### src/rtl/fir_pkg.sv
// Shared constants and FSM encoding for the FIR coefficient configuration sequencer.
package fir_pkg;

  localparam int unsigned COEF_W   = 16;
  localparam int unsigned MAX_TAPS = 16;
  localparam int unsigned ADDR_W   = 4;

  localparam logic [7:0]        TIMEOUT_CYC = 8'd255;
  localparam logic [ADDR_W-1:0] LAST_ADDR   = ADDR_W'(MAX_TAPS - 1);

  typedef enum logic [5:0] {
    ST_IDLE    = 6'b000001,
    ST_WAIT_EN = 6'b000010,
    ST_LOAD    = 6'b000100,
    ST_ZERO    = 6'b001000,
    ST_COMMIT  = 6'b010000,
    ST_ERR     = 6'b100000
  } state_t;

endpackage

### src/rtl/fir_cfg_timeout.sv
// Idle-cycle watchdog for the coefficient stream; saturates at TIMEOUT_CYC.
module fir_cfg_timeout
  import fir_pkg::*;
(
  input  logic clk,
  input  logic rst_n,
  input  logic clr,
  input  logic en,
  output logic expire
);

  logic [7:0] idle_cnt_r;

  // Idle counter: cleared on accept or outside LOAD, counts idle LOAD cycles
  always_ff @(posedge clk or negedge rst_n) begin
    if (!rst_n) begin
      idle_cnt_r <= 8'd0;
    end else if (clr) begin
      idle_cnt_r <= 8'd0;
    end else if (en && (idle_cnt_r != TIMEOUT_CYC)) begin
      idle_cnt_r <= idle_cnt_r + 8'd1;
    end else begin
      idle_cnt_r <= idle_cnt_r;
    end
  end

  assign expire = en & (idle_cnt_r == TIMEOUT_CYC);

endmodule

### src/rtl/fir_coef_config_ctrl.sv
// Loads a burst of coefficient words into the coefficient file, zero-fills the
// unused taps and publishes the new tap count only after a clean load.
module fir_coef_config_ctrl
  import fir_pkg::*;
(
  input  logic              clk,
  input  logic              rst_n,
  input  logic              cfg_start,
  input  logic [ADDR_W-1:0] cfg_tap_num,
  input  logic              config_enable,
  input  logic              cfg_valid,
  input  logic [COEF_W-1:0] cfg_data,
  output logic              cfg_ready,
  output logic              coef_we,
  output logic [ADDR_W-1:0] coef_addr,
  output logic [COEF_W-1:0] coef_wdata,
  output logic [ADDR_W-1:0] tap_num_q,
  output logic              cfg_busy,
  output logic              cfg_done,
  output logic              cfg_error
);

  state_t              state_r, state_s;
  logic                cfg_ready_s, accept_s, expire_s;
  logic [ADDR_W-1:0]   tap_shadow_r, addr_cnt_r, coef_addr_r, tap_num_q_r;
  logic [COEF_W-1:0]   coef_wdata_r;
  logic                coef_we_r, cfg_busy_r, cfg_done_r, cfg_error_r;

  fir_cfg_timeout u_timeout (
    .clk    (clk),
    .rst_n  (rst_n),
    .clr    (accept_s | (state_r != ST_LOAD)),
    .en     (state_r == ST_LOAD),
    .expire (expire_s)
  );

  // FSM state register
  always_ff @(posedge clk or negedge rst_n) begin
    if (!rst_n) begin
      state_r <= ST_IDLE;
    end else begin
      state_r <= state_s;
    end
  end

  // Next-state, ready and accept decode; an enable drop outranks the timeout
  always_comb begin
    state_s     = state_r;
    cfg_ready_s = 1'b0;
    accept_s    = 1'b0;
    case (state_r)
      ST_IDLE: begin
        if (cfg_start) state_s = ST_WAIT_EN;
        else           state_s = ST_IDLE;
      end
      ST_WAIT_EN: begin
        if (config_enable) state_s = ST_LOAD;
        else               state_s = ST_WAIT_EN;
      end
      ST_LOAD: begin
        cfg_ready_s = config_enable;
        accept_s    = cfg_valid & config_enable;
        if (!config_enable) begin
          state_s = ST_ERR;
        end else if (accept_s) begin
          if (addr_cnt_r == tap_shadow_r) begin
            if (tap_shadow_r < LAST_ADDR) state_s = ST_ZERO;
            else                          state_s = ST_COMMIT;
          end else begin
            state_s = ST_LOAD;
          end
        end else if (expire_s) begin
          state_s = ST_ERR;
        end else begin
          state_s = ST_LOAD;
        end
      end
      ST_ZERO: begin
        if (!config_enable)              state_s = ST_ERR;
        else if (addr_cnt_r == LAST_ADDR) state_s = ST_COMMIT;
        else                             state_s = ST_ZERO;
      end
      ST_COMMIT: state_s = ST_IDLE;
      ST_ERR:    state_s = ST_IDLE;
      default:   state_s = ST_IDLE;
    endcase
  end

  // Datapath: write port, address counter, commit and error flags
  always_ff @(posedge clk or negedge rst_n) begin
    if (!rst_n) begin
      tap_shadow_r <= '0;
      addr_cnt_r   <= '0;
      coef_we_r    <= 1'b0;
      coef_addr_r  <= '0;
      coef_wdata_r <= '0;
      tap_num_q_r  <= '0;
      cfg_busy_r   <= 1'b0;
      cfg_done_r   <= 1'b0;
      cfg_error_r  <= 1'b0;
    end else begin
      coef_we_r  <= 1'b0;
      cfg_done_r <= 1'b0;
      cfg_busy_r <= (state_s != ST_IDLE);
      case (state_r)
        ST_IDLE: begin
          if (cfg_start) begin
            tap_shadow_r <= cfg_tap_num;
            addr_cnt_r   <= '0;
            cfg_error_r  <= 1'b0;
          end
        end
        ST_LOAD: begin
          if (accept_s) begin
            coef_we_r    <= 1'b1;
            coef_addr_r  <= addr_cnt_r;
            coef_wdata_r <= cfg_data;
            if (addr_cnt_r != LAST_ADDR) addr_cnt_r <= addr_cnt_r + ADDR_W'(1);
          end
        end
        ST_ZERO: begin
          if (config_enable) begin
            coef_we_r    <= 1'b1;
            coef_addr_r  <= addr_cnt_r;
            coef_wdata_r <= '0;
            if (addr_cnt_r != LAST_ADDR) addr_cnt_r <= addr_cnt_r + ADDR_W'(1);
          end
        end
        ST_COMMIT: begin
          tap_num_q_r <= tap_shadow_r;
          cfg_done_r  <= 1'b1;
        end
        ST_ERR:  cfg_error_r <= 1'b1;
        default: ;
      endcase
    end
  end

  assign cfg_ready  = cfg_ready_s;
  assign coef_we    = coef_we_r;
  assign coef_addr  = coef_addr_r;
  assign coef_wdata = coef_wdata_r;
  assign tap_num_q  = tap_num_q_r;
  assign cfg_busy   = cfg_busy_r;
  assign cfg_done   = cfg_done_r;
  assign cfg_error  = cfg_error_r;

endmodule
### config.mk
export PLATFORM = sky130hd
export DESIGN_NAME = fir_coef_config_ctrl
export DESIGN_NICKNAME = d
export VERILOG_FILES = /design/src/rtl/fir_pkg.sv /design/src/rtl/fir_cfg_timeout.sv /design/src/rtl/fir_coef_config_ctrl.sv
export SDC_FILE = /design/constraint.sdc
export NUM_CORES = 1
export LEC_CHECK = 0
export ABC_CLOCK_PERIOD_IN_PS = 2300
export CAP_MARGIN = 20
export CORE_ASPECT_RATIO = 0.75
export CORE_MARGIN = 5
export CORE_UTILIZATION = 30
export DETAILED_ROUTE_END_ITERATION = 12
export DONT_BUFFER_PORTS = 1
export PLACE_DENSITY_LB_ADDON = 0.2
export SYNTH_ARGS = -nofsm -noshare
export SYNTH_HDL_FRONTEND = slang
export SYNTH_SLANG_ARGS = --single-unit
### constraint.sdc
create_clock -name clk -period 2.3 [get_ports clk]
set_clock_uncertainty 0.1 [all_clocks]
set_input_delay 0.23 -clock clk [delete_from_list [all_inputs] [get_ports clk]]
set_output_delay 0.23 -clock clk [all_outputs]
set_load 0.005 [all_outputs]
==> impl_metrics.env <==
export IMPL_status="finished, final reports clean"
export IMPL_path_class="reg -> reg"
export IMPL_drcViolationCount=0
export IMPL_cts_tree="yes"
export IMPL_crit_path_frequent_cell="nand2_1"
export IMPL_num_io_pins=54
export IMPL_grt_setup_unrepaired="no"
export IMPL_synth_fp_nets=237
export IMPL_worstMarginPinSlew_ns=0.606
export IMPL_synth_area_per_cell_sq_um=10.7
export IMPL_drtPass1Iterations=4
export IMPL_clockBufferDepth=2
export IMPL_met1_usage_pct=17.1
export IMPL_synth_seq_cells=50
export IMPL_totalWireLength_um=5270
export IMPL_hpwl_um=3490
export IMPL_port_buffer_count=0
export IMPL_numCtsBuffers=5
export IMPL_slew_headroom_pct=59.3
export IMPL_cts_sinks=50
export IMPL_vias_per_cell=4.91
export IMPL_yosysSeqAreaShare_pct=55.9
export IMPL_power_density_mw_per_mm2=808
export IMPL_cts_root_buf="clkbuf_8"
export IMPL_clkTransAtPathRegs_ns=0.09
export IMPL_busiest_layer="met1"
export IMPL_drtIter0Drc=71
export IMPL_finalNonFillerCells=338
export IMPL_yosysTopAreaCell="dfrtp_1"
export IMPL_grt_overflow_total=0
export IMPL_area_growth_pct=19.8
export IMPL_place_inst=306
export IMPL_coreArea_sq_mm=0.00730
export IMPL_worst_hold_slack_ns=0.00946
export IMPL_path_max_fanout=16
export IMPL_p_leak_uw=0.00128
export IMPL_drive_gt1_share_pct=11.8
export IMPL_grt_max_degree=51
export IMPL_synth_top_cells_by_area="dfrtp_1, nand2_1, mux2_2"
export IMPL_rows=27
export IMPL_die_w_um=110
export IMPL_grt_pass1_vias=1656
export IMPL_hold_path_class="in -> reg"
export IMPL_clkLatencyLatePin_ns=0.30
export IMPL_cts_resized=0
export IMPL_timing_fmax_mhz=485
export IMPL_die_h_um=84.9
export IMPL_period_share_pct=89.7
export IMPL_htree_levels=2
export IMPL_cp_slowest_stage_delay_ns=0.60
export IMPL_vdd_drop_max_mv=0.285
export IMPL_dieArea_sq_mm=0.00932
export IMPL_globalRouteMet3Util_pct=4.41
export IMPL_globalplace_congestion=0.753
export IMPL_wl_per_cell_um=15.6
export IMPL_fin_nets=263
export IMPL_drtAntennaViolNets=0
export IMPL_hold_violations=0
export IMPL_grt_pass1_wl_um=8670
export IMPL_ys_types=45
export IMPL_start_util_pct=30.7
export IMPL_setup_ws_ns=0.237
export IMPL_end_kind="flop"
export IMPL_final_setup_viol_count=0
export IMPL_synth_area_sq_mm=0.00224
export IMPL_ys_warn_count=0
export IMPL_startpoint_type="flop"
export IMPL_worstPathRequired_ns=2.39
export IMPL_timing_critical_path_arrival_ns=2.16
export IMPL_dr_total_vias=1659
export IMPL_syn_inst=210
export IMPL_grtUsageTotal_pct=11.7
export IMPL_synth_top_cell_area_share_pct=54.7
export IMPL_slowest_stage="nor4_4"
export IMPL_place_ws_ns=0.0435
export IMPL_crit_chain="nor4_4, nand2_1, nand3_1, nand2_1"
export IMPL_use_met2_pct=15.7
export IMPL_period_needed_ns=2.06
export IMPL_final_setup_tns_ns=0
export IMPL_insertedDiodeCount=0
export IMPL_cap_violations=0
export IMPL_antenna_found_initial=0
export IMPL_drv_slew=0
power breakdown:
group / switching (uW) / internal [uW]
clock: 294 / 242
combinational: 207 / 192
sequential: 181 / 1050
cell families after synthesis:
kind of cell	Yosys count	share of synthesized area, %
AO/OA/AOI/OAI	25	8.26
XOR/XNOR	6	2.34
adder cells (fa/ha/maj)	2	1.12
buffers and inverters	8	2.29
flip-flops	50	55.9
multiplexers	13	6.64
AND/OR/NAND/NOR	106	23.5
layout by cell type, fill, tap and decap left out, types with 3 or more instances in the layout:
cell / n
a21oi_1: 3
o21ai_0: 4
nor2b_1: 3
nand2_1: 45
nor4_1: 3
and3_1: 4
nor2_1: 9
dfrtp_1: 49
nand3_1: 24
xor2_1: 5
and2_1: 3
clkbuf_8: 6
dlygate4sd3_1: 22
mux2_2: 11
a31oi_1: 3
o31ai_1: 4
nand4_1: 3
Yosys cell counts, drive strengths merged:
cell     number
a21o          1
a21oi         3
a31oi         3
a32o          1
and2          3
and2b         1
and3          4
and3b         2
and4          1
buf           4
clkbuf        1
clkinv        1
dfrtp        49
dfstp         1
ha            2
inv           2
mux2         12
mux2i         1
nand2        45
nand3        25
nand3b        1
nand4         3
nor2          9
nor2b         3
nor3          2
nor4          4
nor4b         1
o2111ai       2
o211ai        2
o21a          1
o21ai         4
o21bai        2
o22ai         1
o31ai         4
o32ai         1
or2           1
or3           1
xnor2         1
xor2          5
critical path: cells and delay by family, from the launching register on:
family	cells	cell delay, ns
flip-flops	1	0.46
AND/OR/NAND/NOR	4	1.39
per-stage QoR:
| step | cell area (sq um) | utilization [%] | power (uW) |
|---|---|---|---|
| detailed placement | 2330 | 31.9 | 1600 |
| floorplan | 2240 | - | 1490 |
| global placement | 2330 | 31.9 | 1600 |
| finish | 2690 | 36.8 | 2170 |
| global route | 2690 | 36.8 | 2310 |
| CTS | 2670 | 36.6 | 2200 |
final cells by class:
type	count	area, sq um
Clock buffer	6	82.6
Multi-Input combinational cell	153	951
Inverter	3	12.5
Tap cell	101	126
Timing Repair Buffer	23	248
Sequential cell	50	1250
Clock inverter	2	12.5
Fill cell	779	4610
routing by layer:
layer  vias to the layer above  part of all wire, %
met3                         5                  7.4
met4                         0                 0.83
met1                       818                   48
met2                        37                   43
li1                        799                    -
met5                         -                    0
sequential cells by signal, summed over array words and instances (netlist names):
signal                flops
state_r                   6
tap_shadow_r              4
cfg_busy                  1
addr_cnt_r                4
u_timeout.idle_cnt_r      8
coef_we                   1
cfg_error                 1
coef_addr                 4
tap_num_q                 4
cfg_done                  1
coef_wdata               16
worst paths after layout:
check | start | to | slack (ns) | cells after the start
setup reg to reg | state_r[1] | coef_wdata[13] | 0.24 | 4
hold reg to reg | coef_wdata[5] | coef_wdata[5] | 0.41 | 2
hold / removal | config_enable | state_r[3] | 0.009 | 2
setup / recovery | state_r[1] | coef_wdata[13] | 0.24 | 4
max in group asynchronous | rst_n | state_r[0] | 1.49 | 2
min in group asynchronous | rst_n | tap_num_q[0] | 0.33 | 2
timing repair:
action / CTS / global route
buffers inserted: 0 / 0
hold buffers: 23 / 0
setup endpoints to repair: 0 / 18
endpoints found under the hold margin: 73 / 0
No activity file was read; power rests on OpenSTA's default activity.
